--- src/rtl/ppd_pkg.sv ---
// ppd_pkg: shared constants, helpers and state type for the polyphase decimator
package ppd_pkg;

    typedef enum logic [1:0] {IDLE, FILL, RUN} state_t;

    function automatic int DIV(input int a, input int b);
        return (a + b - 1) / b;
    endfunction

    function automatic int c_col(input int l, input int d);
        return DIV(l, d);
    endfunction

    function automatic int clog2(input int v);
        int r;
        r = 0;
        while ((1 << r) < v) r = r + 1;
        return r;
    endfunction

endpackage

--- src/rtl/ppd_commutator.sv ---
// ppd_commutator: phase counter, lane staging and frame register for serial-to-parallel commutation
module ppd_commutator
    import ppd_pkg::*;
#(
    parameter int gp_idata_width       = 8,
    parameter int gp_decimation_factor = 4,
    parameter int gp_ccw               = 1
) (
    input  logic                                           i_clk,
    input  logic                                           i_rst_an,
    input  logic                                           i_ena,
    input  logic                                           i_clr,
    input  logic                                           i_valid,
    input  logic [gp_idata_width-1:0]                      i_data,
    output logic [gp_decimation_factor*gp_idata_width-1:0] o_data,
    output logic [clog2(gp_decimation_factor)-1:0]         o_phase,
    output logic                                           o_frame_done
);

    localparam int W  = gp_idata_width;
    localparam int D  = gp_decimation_factor;
    localparam int PW = clog2(D);

    logic [D*W-1:0] stage, stage_nxt;
    logic [PW-1:0]  lane;
    logic           accept, last;

    assign accept       = i_ena && i_valid && !i_clr;
    assign last         = o_phase == PW'(D - 1);
    assign o_frame_done = accept && last;
    assign lane         = (gp_ccw != 0) ? PW'(D - 1) - o_phase : o_phase;

    // staging word with the current sample dropped into its lane
    always_comb begin
        stage_nxt = stage;
        stage_nxt[lane*W +: W] = i_data;
    end

    // phase advance, lane capture and frame hand-off on the frame-completing sample
    always_ff @(posedge i_clk or negedge i_rst_an) begin
        if (!i_rst_an) begin
            o_phase <= '0;
            stage   <= '0;
            o_data  <= '0;
        end else if (i_ena) begin
            if (i_clr) begin
                o_phase <= '0;
            end else if (i_valid) begin
                stage   <= stage_nxt;
                o_phase <= last ? '0 : o_phase + 1'b1;
                if (last) o_data <= stage_nxt;
            end
        end
    end

endmodule

--- src/rtl/ppd_sched.sv ---
// ppd_sched: input scheduler and enable controller for the polyphase decimation datapath
module ppd_sched
    import ppd_pkg::*;
#(
    parameter int gp_idata_width       = 8,
    parameter int gp_decimation_factor = 4,
    parameter int gp_coeff_length      = 17,
    parameter int gp_ccw               = 1
) (
    input  logic                                           i_clk,
    input  logic                                           i_rst_an,
    input  logic                                           i_ena,
    input  logic                                           i_clr,
    input  logic                                           i_valid,
    input  logic [gp_idata_width-1:0]                      i_data,
    output logic [gp_decimation_factor*gp_idata_width-1:0] o_data,
    output logic                                           o_filt_ena,
    output logic                                           o_valid,
    output logic [clog2(gp_decimation_factor)-1:0]         o_phase,
    output logic                                           o_primed
);

    localparam int C_COL = c_col(gp_coeff_length, gp_decimation_factor);
    localparam int CW    = clog2(C_COL + 1);

    state_t        state, state_nxt;
    logic [CW-1:0] wcnt;
    logic          pend, frame_done, warm_done;

    assign warm_done = wcnt == CW'(C_COL - 1);

    ppd_commutator #(
        .gp_idata_width      (gp_idata_width),
        .gp_decimation_factor(gp_decimation_factor),
        .gp_ccw              (gp_ccw)
    ) u_comm (
        .i_clk       (i_clk),
        .i_rst_an    (i_rst_an),
        .i_ena       (i_ena),
        .i_clr       (i_clr),
        .i_valid     (i_valid),
        .i_data      (i_data),
        .o_data      (o_data),
        .o_phase     (o_phase),
        .o_frame_done(frame_done)
    );

    // state register, frozen while the global enable is low
    always_ff @(posedge i_clk or negedge i_rst_an) begin
        if (!i_rst_an) state <= IDLE;
        else if (i_ena) state <= state_nxt;
    end

    // a frame completing with c_col-1 frames already behind it is the first valid one
    always_comb begin
        state_nxt = i_clr                                  ? IDLE :
                    (frame_done && warm_done)              ? RUN  :
                    (i_valid && state == IDLE)             ? FILL : state;
    end

    // warm-up frame count and the pending enable pulse; a pulse only retires on an enabled cycle
    always_ff @(posedge i_clk or negedge i_rst_an) begin
        if (!i_rst_an) begin
            wcnt <= '0;
            pend <= 1'b0;
        end else if (i_ena) begin
            pend <= frame_done;
            if (i_clr) wcnt <= '0;
            else if (frame_done && !warm_done) wcnt <= wcnt + 1'b1;
        end
    end

    // enable pulse gated by the global enable so a held-off pulse fires exactly once
    always_comb begin
        o_primed   = state == RUN;
        o_filt_ena = pend && i_ena;
        o_valid    = pend && i_ena && state == RUN;
    end

endmodule

--- config.mk ---
export PLATFORM = sky130hd
export DESIGN_NAME = ppd_sched
export DESIGN_NICKNAME = d
export VERILOG_FILES = /design/src/rtl/ppd_pkg.sv /design/src/rtl/ppd_commutator.sv /design/src/rtl/ppd_sched.sv
export SDC_FILE = /design/constraint.sdc
export NUM_CORES = 1
export LEC_CHECK = 0
export BUFFER_PORTS_ARGS = -buffer_cell sky130_fd_sc_hd__buf_2
export CAP_MARGIN = 40
export CORE_MARGIN = 10
export CORE_UTILIZATION = 30
export DETAILED_ROUTE_END_ITERATION = 8
export PLACE_DENSITY = 0.51
export SKIP_LAST_GASP = 1
export SLEW_MARGIN = 10
export SYNTH_ARGS = -nofsm -noshare
export SYNTH_HDL_FRONTEND = slang
export SYNTH_SLANG_ARGS = --single-unit
--- constraint.sdc ---
create_clock -name i_clk -period 2.5 [get_ports i_clk]
set_clock_uncertainty 0.05 [all_clocks]
set_input_delay 0 -clock i_clk [delete_from_list [all_inputs] [get_ports i_clk]]
set_output_delay 0 -clock i_clk [all_outputs]
set_load 0.005 [all_outputs]
# [Word-level counts from Yosys, hierarchy flattened]
# Cells that the tools add are included.
[op_classes] addsub=4 mul=0 n_div=0 magnitude_cmp=0 eq_ne=3 shift=2 mux=9 bitwise=1 reduce_logical=19
[ops] cell="5-bit negator with 34-bit output" n=1
[ops] cell="8-bit by 34-bit variable shift with 32-bit output, first input constant" n=1
[ops] cell="8-bit by 34-bit variable part select with 32-bit output" n=1
[ops] cell="32-bit bitwise mux" n=1
[ops] cell="2-bit 2-to-1 mux" n=6
[ops] cell="1-bit logical AND" n=8
[ops] cell="3-bit 2-to-1 mux" n=2
[ops] cell="2-bit AND reduction" n=3
[ops] cell="2-bit equality test, second input constant" n=2
[ops] cell="4-bit AND reduction" n=1
[ops] cell="2-bit nonzero test" n=2
[ops] cell="3-bit by 1-bit adder with 3-bit output, second input constant" n=1
[ops] cell="3-bit equality test, second input constant" n=1
[ops] cell="3-bit AND reduction" n=1
[ops] cell="3-bit nonzero test" n=1
[ops] cell="2-bit by 1-bit adder with 2-bit output, second input constant" n=1
[ops] cell="1-bit zero test" n=2
[ops] cell="2-bit zero test" n=1
[ops] cell="2-bit subtractor, first input constant" n=1
[ops] cell="1-bit inverter" n=1
[totals] regBits=72 latchBits=0 ram_bits=0 mem_bits_ro=0 n_memories=0

# [Longest topological paths before layout]
# Gate-level depths: netlist of run 1.
[depth] ltp_word=6 ltp_mapped=8 mapped_depth_nobuf=5

# [Modules after synthesis]
# Synthesis of run 1 repeated with hierarchy kept, for this count alone.
[hier_totals] hier_cells=312 hier_area_um2=3274.4
[by_module_without_submodules] mod="ppd_commutator" instances=1 cells_each=279 area_per_inst_um2=2934.1
[by_module_without_submodules] mod="ppd_sched" instances=1 cells_each=33 area_per_inst_um2=340.3

# [Least setup slack after synthesis of run 1]
# Ideal clock, no wire load.
[synth_timing] kind="register to register" from="reg u_comm.o_phase[0]" to="reg u_comm.stage[0]" arrival_ns=1.814 required_time_ns=2.329 path_slack_ns=0.515 stages_incl_launch_ff=9 path_buffers=3 period_less_slack_ns=1.985 cell_sequence="dfrtp_1 -> buf_6 -> inv_1 -> ha_1 -> and4b_1 -> buf_6 -> and2_4 -> buf_6 -> a22o_1"
[synth_via] elab_chain_cells=4 elab_cells_between_ends=5
[synth_rtl] element="start: declaration" line="ppd_commutator.sv:16" rtl="output logic [clog2(gp_decimation_factor)-1:0] o_phase,"
[synth_rtl] element="start signal: assignment" line="ppd_commutator.sv:50" rtl="o_phase <= last ? '0 : o_phase + 1'b1;"
[synth_rtl] element="2-bit subtractor *" line="ppd_commutator.sv:31" rtl="assign lane = (gp_ccw != 0) ? PW'(D - 1) - o_phase : o_phase;"
[synth_rtl] element="5-bit negator with 34-bit output *" line="ppd_commutator.sv:36" rtl="stage_nxt[lane*W +: W] = i_data;"
[synth_rtl] element="8-bit by 34-bit variable part select with 32-bit output / 8-bit by 34-bit variable shift with 32-bit output (equally long branches)" line="ppd_commutator.sv:36"
[synth_rtl] element="32-bit bitwise mux *" line="ppd_commutator.sv:36"
[synth_rtl] element="end signal: assignment" line="ppd_commutator.sv:49" rtl="stage <= stage_nxt;"
[synth_rtl] element="end: declaration" line="ppd_commutator.sv:24" rtl="logic [D*W-1:0] stage, stage_nxt;"
# Every way passes the cells marked *; elsewhere a longest branch is shown, timed or not.
# A chain may end at the register's enable or synchronous reset.

# [Worst setup path after layout of run 1]
[layout_timing] from="reg u_comm.o_phase[1]" to="reg state[0]"
[layout_via] elab_chain_cells=5 elab_cells_between_ends=7
[layout_rtl] element="2-bit equality test *" line="ppd_commutator.sv:29" rtl="assign last = o_phase == PW'(D - 1);"
[layout_rtl] element="1-bit logical AND *" line="ppd_commutator.sv:30" rtl="assign o_frame_done = accept && last;"
[layout_rtl] element="1-bit logical AND *" line="ppd_sched.sv:57" rtl="(frame_done && warm_done) ? RUN :"
[layout_rtl] element="3-bit nonzero test (no line) / 2-bit 2-to-1 mux (equally long branches)"
[layout_rtl] element="2-bit AND reduction (no line) / 2-bit 2-to-1 mux (equally long branches)"
[layout_rtl] element="end signal: assignment" line="ppd_sched.sv:51" rtl="else if (i_ena) state <= state_nxt;"
[layout_rtl] element="end: declaration" line="ppd_sched.sv:26" rtl="state_t state, state_nxt;"
# Marked as above.

==> results of run 1 <==
[layer usage]
| metal | routed length [um] | share of wire, % |
|---|---|---|
| met5 | 0 | 0 |
| met4 | 110 | 1.3 |
| met3 | 475 | 5.4 |
| met2 | 4004 | 46 |
| met1 | 4136 | 47 |
[synthesized netlist by cell type (all sizes together)]
cell type,number,share of area (%)
nand4b,4,1.1
nand2,26,3.0
a22o,23,6.2
nand3,1,0.15
and2,4,0.85
o21ai,43,6.6
or4,2,0.46
a21oi,40,6.2
nor4,2,0.58
ha,7,2.7
nor3,1,0.31
inv,8,0.92
and3b,1,0.27
and4bb,1,0.38
a21o,1,0.23
and4b,1,0.31
a211oi,1,0.23
mux2i,2,0.62
dfrtp,72,55
nor2,5,0.73
a31oi,10,1.9
clkbuf,8,0.92
nand2b,17,3.3
o31ai,2,0.46
nand3b,1,0.23
o41ai,1,0.27
buf,13,2.7
nor2b,16,3.1
[cell families (layout without fill, tap and decap cells)]
group | count (synthesis) | after routing | share of synthesized area (%)
buffers and inverters | 29 | 94 | 4.502
AND/OR/NAND/NOR | 82 | 82 | 14.70
adder cells (fa/ha/maj) | 7 | 7 | 2.693
multiplexers | 2 | 2 | 0.6156
AO/OA/AOI/OAI | 121 | 121 | 22.09
flip-flops | 72 | 72 | 55.41
[area by class of cell]
class	count	area share, %
flip-flops and latches	72	45.64
inverters	8	0.7607
clock buffers	9	3.138
multi-input cells	212	33.09
clock inverters	7	1.775
repair buffers	70	11.28
well taps	136	4.311
[where the power goes]
group          internal [uW]  switching, uW  leakage, uW  total [uW]
clock network            461            459    0.0000994         919
registers               1280           73.0     0.000988        1350
logic                    176            213     0.000787         389
[flip-flops by register name, summed over array words and instances (netlist names)]
name and cells:
state 2, pend 1, u_comm.o_data 32, u_comm.o_phase 2, wcnt 3, u_comm.stage 32
[what timing repair did]
item                                   4_1_cts  5_1_grt
setup endpoints to repair                    0        1
endpoints found under the hold margin      105        0
hold buffers                                12        0
resized for setup                            0        1
[per-stage QoR]
step                      hold WS, ns  area [um2]  power, uW  instances
after floorplan               -0.3456        3252       1567        313
after global placement        -0.1073        3631       1747        486
after detailed placement      -0.1086        3631       1753        486
after CTS                     0.05091        3945       2696        514
after global routing          0.07871        3948       2812        514
final                         0.04809        3948       2658        514
[how the worst max path moves through the flow]
stage	start	to	slack, ns
after floorplan	u_comm.o_phase[0]	u_comm.stage[0]	0.52
after global placement	u_comm.o_phase[1]	u_comm.o_data[23]	0.33
after detailed placement	u_comm.o_phase[0]	u_comm.o_data[30]	0.32
after CTS	u_comm.o_phase[1]	state[0]	0.08
after global routing	u_comm.o_phase[0]	u_comm.o_data[30]	0.05
final	u_comm.o_phase[1]	state[0]	0.26
==> impl_metrics.json, run 1 <==
{
  "outcome": "finished, final reports clean",
  "rsz0062_at_grt": "no",
  "cts_tree": "built",
  "drtAntennaViolNets": 0,
  "globalplace.congestion": 0.8210,
  "hpwl_um": 5935,
  "drtPass1Iterations": 4,
  "clockBufferDepth": 2,
  "setup_ws_ns": 0.2584,
  "grt_use_met2_pct": 18.21,
  "reg2reg_to": "state[0]",
  "cts-root-buf": "clkbuf_8",
  "cp_max_fo": 17,
  "finalSetupViolCount": 0,
  "grt_pass1_wl_um": 14200,
  "nets": 393,
  "layout_common_cells": "72 x dfrtp_1, 49 x buf_2, 43 x o21ai_0",
  "rows": 37,
  "wire_per_inst_um": 16.98,
  "cts_buffers": 9,
  "fmax_mhz": 446.1,
  "antenna_cells": 0,
  "register_area_mm2": 0.001802,
  "clk_pin_slew_ns": 0.09,
  "wl_um": 8726,
  "final_core_util_pct": 37.73,
  "multi_input_area_mm2": 0.001306,
  "grt_max_degree": 58,
  "grt_use_total_pct": 11.85,
  "cts_setup_buffers": 0,
  "grt_pass1_vias": 2596,
  "num_io_pins": 50,
  "synthesis.area_mm2": 0.003252,
  "hold_viol": 0,
  "synth.avg_cell_area_um2": 10.39,
  "syn_nets": 333,
  "critical_path_required_ns": 2.68,
  "yosys_register_bits": 72,
  "critPathKind": "reg -> reg",
  "cp_top_family": "buffers and inverters",
  "io_buffers": 49,
  "n_fill_cell": 1073,
  "tightest_slew_ns": 0.6355,
  "final_common_cell": "dfrtp_1",
  "drt-initial-drc-count": 204,
  "grtUsageMet3_pct": 2.624,
  "die_area_mm2": 0.01540,
  "seq_area_frac_synth_pct": 55.41,
  "cp.depth": 6,
  "hold_path_class": "in -> async",
  "chipWidth_um": 124.1,
  "remaining_drc_errors": 0,
  "period_needed_ns": 2.242,
  "power.leakage_uw": 0.001874,
  "reg2reg_depth": 6,
  "setup-tns-final_ns": 0,
  "syn_inst": 313,
  "slowest_stage": "dlygate4sd3_1",
  "worstReg2RegStart": "u_comm.o_phase[1]",
  "endpoint_kind": "flop",
  "area_growth_pct": 21.39,
  "finalCritPeriodShare_pct": 89.66,
  "r2r_slack_ns": 0.26,
  "start_util_pct": 31.08,
  "drv_slew": 0,
  "drive_above_1_share_pct": 21.16,
  "met1_usage_pct": 15.99,
  "grt_overflow": 0,
  "drv_cap": 0,
  "antenna_found_initial": 0,
  "clock_sinks": 72,
  "worstSetupStartpointType": "flop",
  "dp_slack_ns": 0.3242,
  "clk-insertion-delay-late_ns": 0.35,
  "ir_drop_mv": 0.2358,
  "synthDistinctLibCells": 33,
  "worstPathCellList": "ha_2 -> nand4b_1 -> buf_4 -> nor2_1 -> a211oi_1 -> dlygate4sd3_1",
  "grt-busiest-layer": "met2",
  "path_buf_inv": 2,
  "via_per_inst": 4.922,
  "slew_headroom_pct": 57.64,
  "coreArea_mm2": 0.01046,
  "die_y_um": 124.1,
  "p_per_area_mw_per_mm2": 673.4,
  "yosys_warnings": 0,
  "slowest_delay_ns": 0.56,
  "cts.htree.levels": 3,
  "worst_ep_arrival_time_ns": 2.42,
  "vias": 2530
}
(Power assumes the default switching activity.)
==> inputs of run 2 (changes only) <==
--- a/config.mk
+++ b/config.mk
@@ -9,6 +9,7 @@
 export CAP_MARGIN = 40
 export CORE_MARGIN = 10
 export CORE_UTILIZATION = 30
+export CTS_BUF_LIST = sky130_fd_sc_hd__clkbuf_16
 export DETAILED_ROUTE_END_ITERATION = 8
 export PLACE_DENSITY = 0.51
 export SKIP_LAST_GASP = 1
==> run 2 against run 1 <==
Against the previous run:
- sequential power hardly changed
- combinational power about the same
- global-route usage rose by 0.15 points
- first-iteration DRC count increased by 18%
- via count up 0.24%
- hold slack improved by 0.016 ns
- register-to-register slack about the same
- clock-buffer cell count did not move
- core utilization up 0.97 points
- power increased by 14%
==> impl_metrics.json, run 2 (synthesis results as in run 1) <==
{
  "start_util_pct": 31.08,
  "io_buffers": 49,
  "die_y_um": 124.1,
  "drtAntennaViolNets": 0,
  "chipWidth_um": 124.1,
  "drive_above_1_share_pct": 21.16,
  "area_growth_pct": 24.51,
  "critPathKind": "reg -> reg",
  "finalSetupViolCount": 0,
  "clock_sinks": 72,
  "p_int_uw": 2227,
  "hpwl_um": 5935,
  "grt_overflow": 0,
  "drv_slew": 0,
  "tightest_slew_ns": 0.6646,
  "globalplace.congestion": 0.8210,
  "switching_power_uw": 791.4,
  "placed_cell_area_mm2": 0.003631,
  "via_per_inst": 4.934,
  "nets": 393,
  "num_io_pins": 50,
  "worstSetupStartpointType": "flop",
  "slowest_stage": "dlygate4sd3_1",
  "drt-initial-drc-count": 240,
  "layout_common_cells": "72 x dfrtp_1, 49 x buf_2, 43 x o21ai_0",
  "cts.htree.levels": 3,
  "hold_path_class": "in -> async",
  "cp_max_fo": 17,
  "reg_top3": "u_comm.o_data: 32 flops, u_comm.stage: 32 flops, wcnt: 3 flops",
  "grt_pass1_wl_um": 14280,
  "drtPass1Iterations": 4,
  "p_comb_share_pct": 12.9,
  "cts_tree": "built",
  "grt_pass1_vias": 2600,
  "antenna_found_initial": 0,
  "antenna_cells": 0,
  "setup-tns-final_ns": 0,
  "outcome": "finished, final reports clean",
  "wire_per_inst_um": 16.97,
  "endpoint_kind": "flop",
  "switching_share_pct": 26.22,
  "cts-root-buf": "clkbuf_16",
  "cts_buffers": 9,
  "dpl.cell_count": 486,
  "fmax_mhz": 448.5,
  "p_per_area_mw_per_mm2": 745.6,
  "worst_ep_arrival_time_ns": 2.40,
  "stdcell_area_mm2": 0.004049,
  "drv_cap": 0,
  "slew_headroom_pct": 55.70,
  "final_common_cell": "dfrtp_1",
  "cp_top_family": "buffers and inverters",
  "period_needed_ns": 2.229,
  "power.leakage_uw": 0.001920,
  "clk_pin_slew_ns": 0.06,
  "finalNonFillerCells": 514,
  "ir_drop_mv": 0.2799,
  "critical_path_required_ns": 2.67,
  "seq_power_share_pct": 44.8,
  "coreArea_mm2": 0.01046,
  "path_buf_inv": 2,
  "grt_max_degree": 58,
  "worstPathCellList": "ha_2 -> nand4b_1 -> buf_4 -> nor2_1 -> a211oi_1 -> dlygate4sd3_1",
  "finalCritPeriodShare_pct": 89.18,
  "clk-insertion-delay-late_ns": 0.33,
  "rows": 37,
  "clockBufferDepth": 2,
  "grt_use_total_pct": 12.00,
  "remaining_drc_errors": 0,
  "die_area_mm2": 0.01540,
  "rsz0062_at_grt": "no",
  "vias": 2536,
  "slowest_delay_ns": 0.56,
  "wl_um": 8724,
  "hold_viol": 0,
  "total_power_uw": 3019,
  "clkPwrFrac_pct": 42.3
}
run 2: area by class of cell:
type                    count  area (um2)
well taps                 136       170.2
multi-input cells         212        1306
clock buffers               9       225.2
flip-flops and latches     72        1802
inverters                   8       30.03
clock inverters             7       70.07
fillers                  1061        6414
repair buffers             70       445.4
run 2: timing repair:
action,CTS,global route
hold endpoints to repair,101,0
hold buffers,12,0
gates resized for setup,0,1
setup buffers,0,0
endpoints found under the setup margin,0,1
run 2: metrics by stage:
| step | utilization [%] | worst slack, ns | hold slack (ns) |
|---|---|---|---|
| 6_report | 38.70 | 0.2706 | 0.06372 |
| 5_1_grt | 38.70 | 0.04606 | 0.1073 |
| 4_1_cts | 38.68 | 0.07667 | 0.07313 |
| 3_5_place_dp | 34.70 | 0.3242 | -0.1086 |
| 3_3_place_gp | 34.70 | 0.3315 | -0.1073 |
| 2_1_floorplan | - | 0.5152 | -0.3456 |
run 2: worst reg2reg max path, cell delays in order (launching register included):
cell and delay [ns]:
dfrtp_1 0.49, ha_2 0.45, nand4b_1 0.14, buf_4 0.20, nor2_1 0.16, a211oi_1 0.06
dlygate4sd3_1 0.56
run 2: power by group through the flow:
stage	Combinational (uW)	Clock, uW	Sequential (uW)
2_1_floorplan	207	0	1360
3_3_place_gp	375	0	1370
3_5_place_dp	378	0	1370
4_1_cts	397	1300	1360
5_1_grt	447	1360	1370
6_report	388	1280	1350
run 2: routing by layer:
layer	track usage, %	vias to the layer above	wire length [um]
met2	18.41	47	3981
met4	5.180	0	142
li1	-	1249	-
met5	0	-	0
met3	2.624	11	422
met1	15.94	1229	4179
run 2: path summary, 6_finish.rpt:
check / start / end / slack [ns] / cells past startpoint
max: u_comm.o_phase[1] / state[0] / 0.27 / 6
min: i_rst_an / u_comm.o_data[13] / 0.06 / 2
max reg2reg: u_comm.o_phase[1] / state[0] / 0.27 / 6
min reg2reg: u_comm.stage[19] / u_comm.stage[19] / 0.42 / 2
max in group asynchronous: i_rst_an / u_comm.stage[19] / 1.70 / 3
min in group i_clk: i_valid / u_comm.o_phase[0] / 0.10 / 4
==> inputs of run 3 (changes only) <==
--- a/config.mk
+++ b/config.mk
@@ -7,6 +7,7 @@
 export LEC_CHECK = 0
 export BUFFER_PORTS_ARGS = -buffer_cell sky130_fd_sc_hd__buf_2
 export CAP_MARGIN = 40
+export CORE_ASPECT_RATIO = 0.9
 export CORE_MARGIN = 10
 export CORE_UTILIZATION = 30
 export CTS_BUF_LIST = sky130_fd_sc_hd__clkbuf_16
==> run 3 against run 2 <==
Against the previous run:
- core utilization shrank 0.25 points
- global-route usage shrank 0.18 points
- hold slack gained 0.022 ns
- die area is essentially flat
- highest routed layer unchanged
==> impl_metrics.json, run 3 (synthesis results as in run 1) <==
{
  "endpoint_kind": "flop",
  "clk-insertion-delay-late_ns": 0.33,
  "num_io_pins": 50,
  "vias": 2499,
  "hold_path_class": "in -> async",
  "switching_power_uw": 746.3,
  "dpl.cell_count": 479,
  "io_buffers": 49,
  "slowest_stage": "dlygate4sd3_1",
  "worstSetupStartpointType": "flop",
  "clk_pin_slew_ns": 0.06,
  "coreArea_mm2": 0.01042,
  "clock_sinks": 72,
  "hold_viol": 0,
  "drt-initial-drc-count": 170,
  "worst_ep_arrival_time_ns": 2.36,
  "finalSetupViolCount": 0,
  "tightest_slew_ns": 0.7179,
  "p_comb_share_pct": 13.8,
  "seq_power_share_pct": 47.4,
  "finalNonFillerCells": 507,
  "clockBufferDepth": 2,
  "rsz0062_at_grt": "no",
  "p_per_area_mw_per_mm2": 712.3,
  "wl_met2_um": 3783,
  "globalplace.congestion": 0.7543,
  "layout_common_cells": "72 x dfrtp_1, 49 x buf_2, 43 x o21ai_0",
  "chipWidth_um": 129.7,
  "grt_max_degree": 61,
  "grt_pass1_vias": 2623,
  "rows": 35,
  "r2r_slack_ns": 0.31,
  "hpwl_um": 5930,
  "drv_cap": 0,
  "cp_max_fo": 17,
  "cts-root-buf": "clkbuf_16",
  "period_needed_ns": 2.193,
  "top_layer_used": "met4",
  "die_y_um": 118.8,
  "cts_setup_buffers": 0,
  "grt_use_total_pct": 11.83,
  "drtPass1Iterations": 4,
  "ir_drop_mv": 0.3623,
  "wl_met3_um": 491,
  "cts_tree": "built",
  "fmax_mhz": 455.9,
  "slew_headroom_pct": 52.09,
  "drtAntennaViolNets": 0,
  "critical_path_required_ns": 2.67,
  "p_int_uw": 2108,
  "setup_ws_ns": 0.3065,
  "reg_top3": "u_comm.o_data: 32 flops, u_comm.stage: 32 flops, wcnt: 3 flops",
  "holdWs_ns": 0.08557,
  "cts_buffers": 9,
  "via_per_inst": 4.929,
  "drive_above_1_share_pct": 19.58,
  "cts.htree.levels": 3,
  "grt_pass1_wl_um": 14420,
  "slowest_delay_ns": 0.57,
  "setup-tns-final_ns": 0,
  "power.leakage_uw": 0.001902,
  "drv_slew": 0,
  "switching_share_pct": 26.14,
  "area_growth_pct": 23.24,
  "nets": 393,
  "wire_per_inst_um": 17.31,
  "antenna_found_initial": 0,
  "critPathKind": "reg -> reg",
  "die_area_mm2": 0.01541,
  "grt_overflow": 0,
  "worstPathCellList": "ha_2 -> nand4b_1 -> nor2_1 -> a211oi_1 -> dlygate4sd3_1",
  "wl_um": 8776,
  "antenna_cells": 0,
  "final_common_cell": "dfrtp_1",
  "dp_slack_ns": 0.3277,
  "met1_length_um": 4352,
  "remaining_drc_errors": 0,
  "outcome": "finished, final reports clean",
  "finalCritPeriodShare_pct": 87.74,
  "start_util_pct": 31.20,
  "clkPwrFrac_pct": 38.9
}
## run 3: repair_timing
action,CTS,global route
endpoints found under the setup margin,0,1
hold endpoints to repair,96,0
resized for setup,0,1
hold buffers,12,0
## run 3: worst max-delay path: cells and delay by family (launching register included)
kind	cells	cell delay, ns
adder cells (fa/ha/maj)	1	0.44
buffers and inverters	1	0.57
AND/OR/NAND/NOR	2	0.45
AO/OA/AOI/OAI	1	0.07
flip-flops	1	0.48
## run 3: power groups by stage
stage	clock [uW]	sequential, uW	combinational, uW
global placement	0	1370	374
global route	1190	1370	445
detailed placement	0	1370	385
floorplan	0	1360	207
finish	1110	1350	393
CTS	1140	1350	403
## run 3: routing by layer
| layer | vias up | track usage [%] |
|---|---|---|
| met5 | - | 0 |
| met4 | 0 | 4.424 |
| met3 | 12 | 3.977 |
| met2 | 61 | 16.95 |
| met1 | 1189 | 16.00 |
| li1 | 1237 | - |
## run 3: final timing paths
| path | start | end | cells after the start |
|---|---|---|---|
| max reg2reg | u_comm.o_phase[0] | state[0] | 5 |
| min in group i_clk | i_valid | pend | 3 |
| max | u_comm.o_phase[0] | state[0] | 5 |
| min | i_rst_an | u_comm.stage[11] | 3 |
| min reg2reg | u_comm.stage[20] | u_comm.stage[20] | 2 |
| max in group asynchronous | i_rst_an | u_comm.o_data[21] | 4 |
## run 3: per-stage QoR
step / area (um2) / total power (uW) / utilization [%]
after floorplan: 3252 / 1567 / -
after global placement: 3602 / 1747 / 34.56
after detailed placement: 3630 / 1757 / 34.83
after CTS: 4005 / 2899 / 38.43
after global routing: 4008 / 3006 / 38.45
final: 4008 / 2855 / 38.45
## run 3: final cells by class
type	count	area [um2]
clock buffers	9	225.2
clock inverters	7	30.03
fillers	1039	6415
inverters	8	30.03
multi-input cells	212	1306
flip-flops and latches	72	1802
well taps	129	161.4
repair buffers	70	452.9
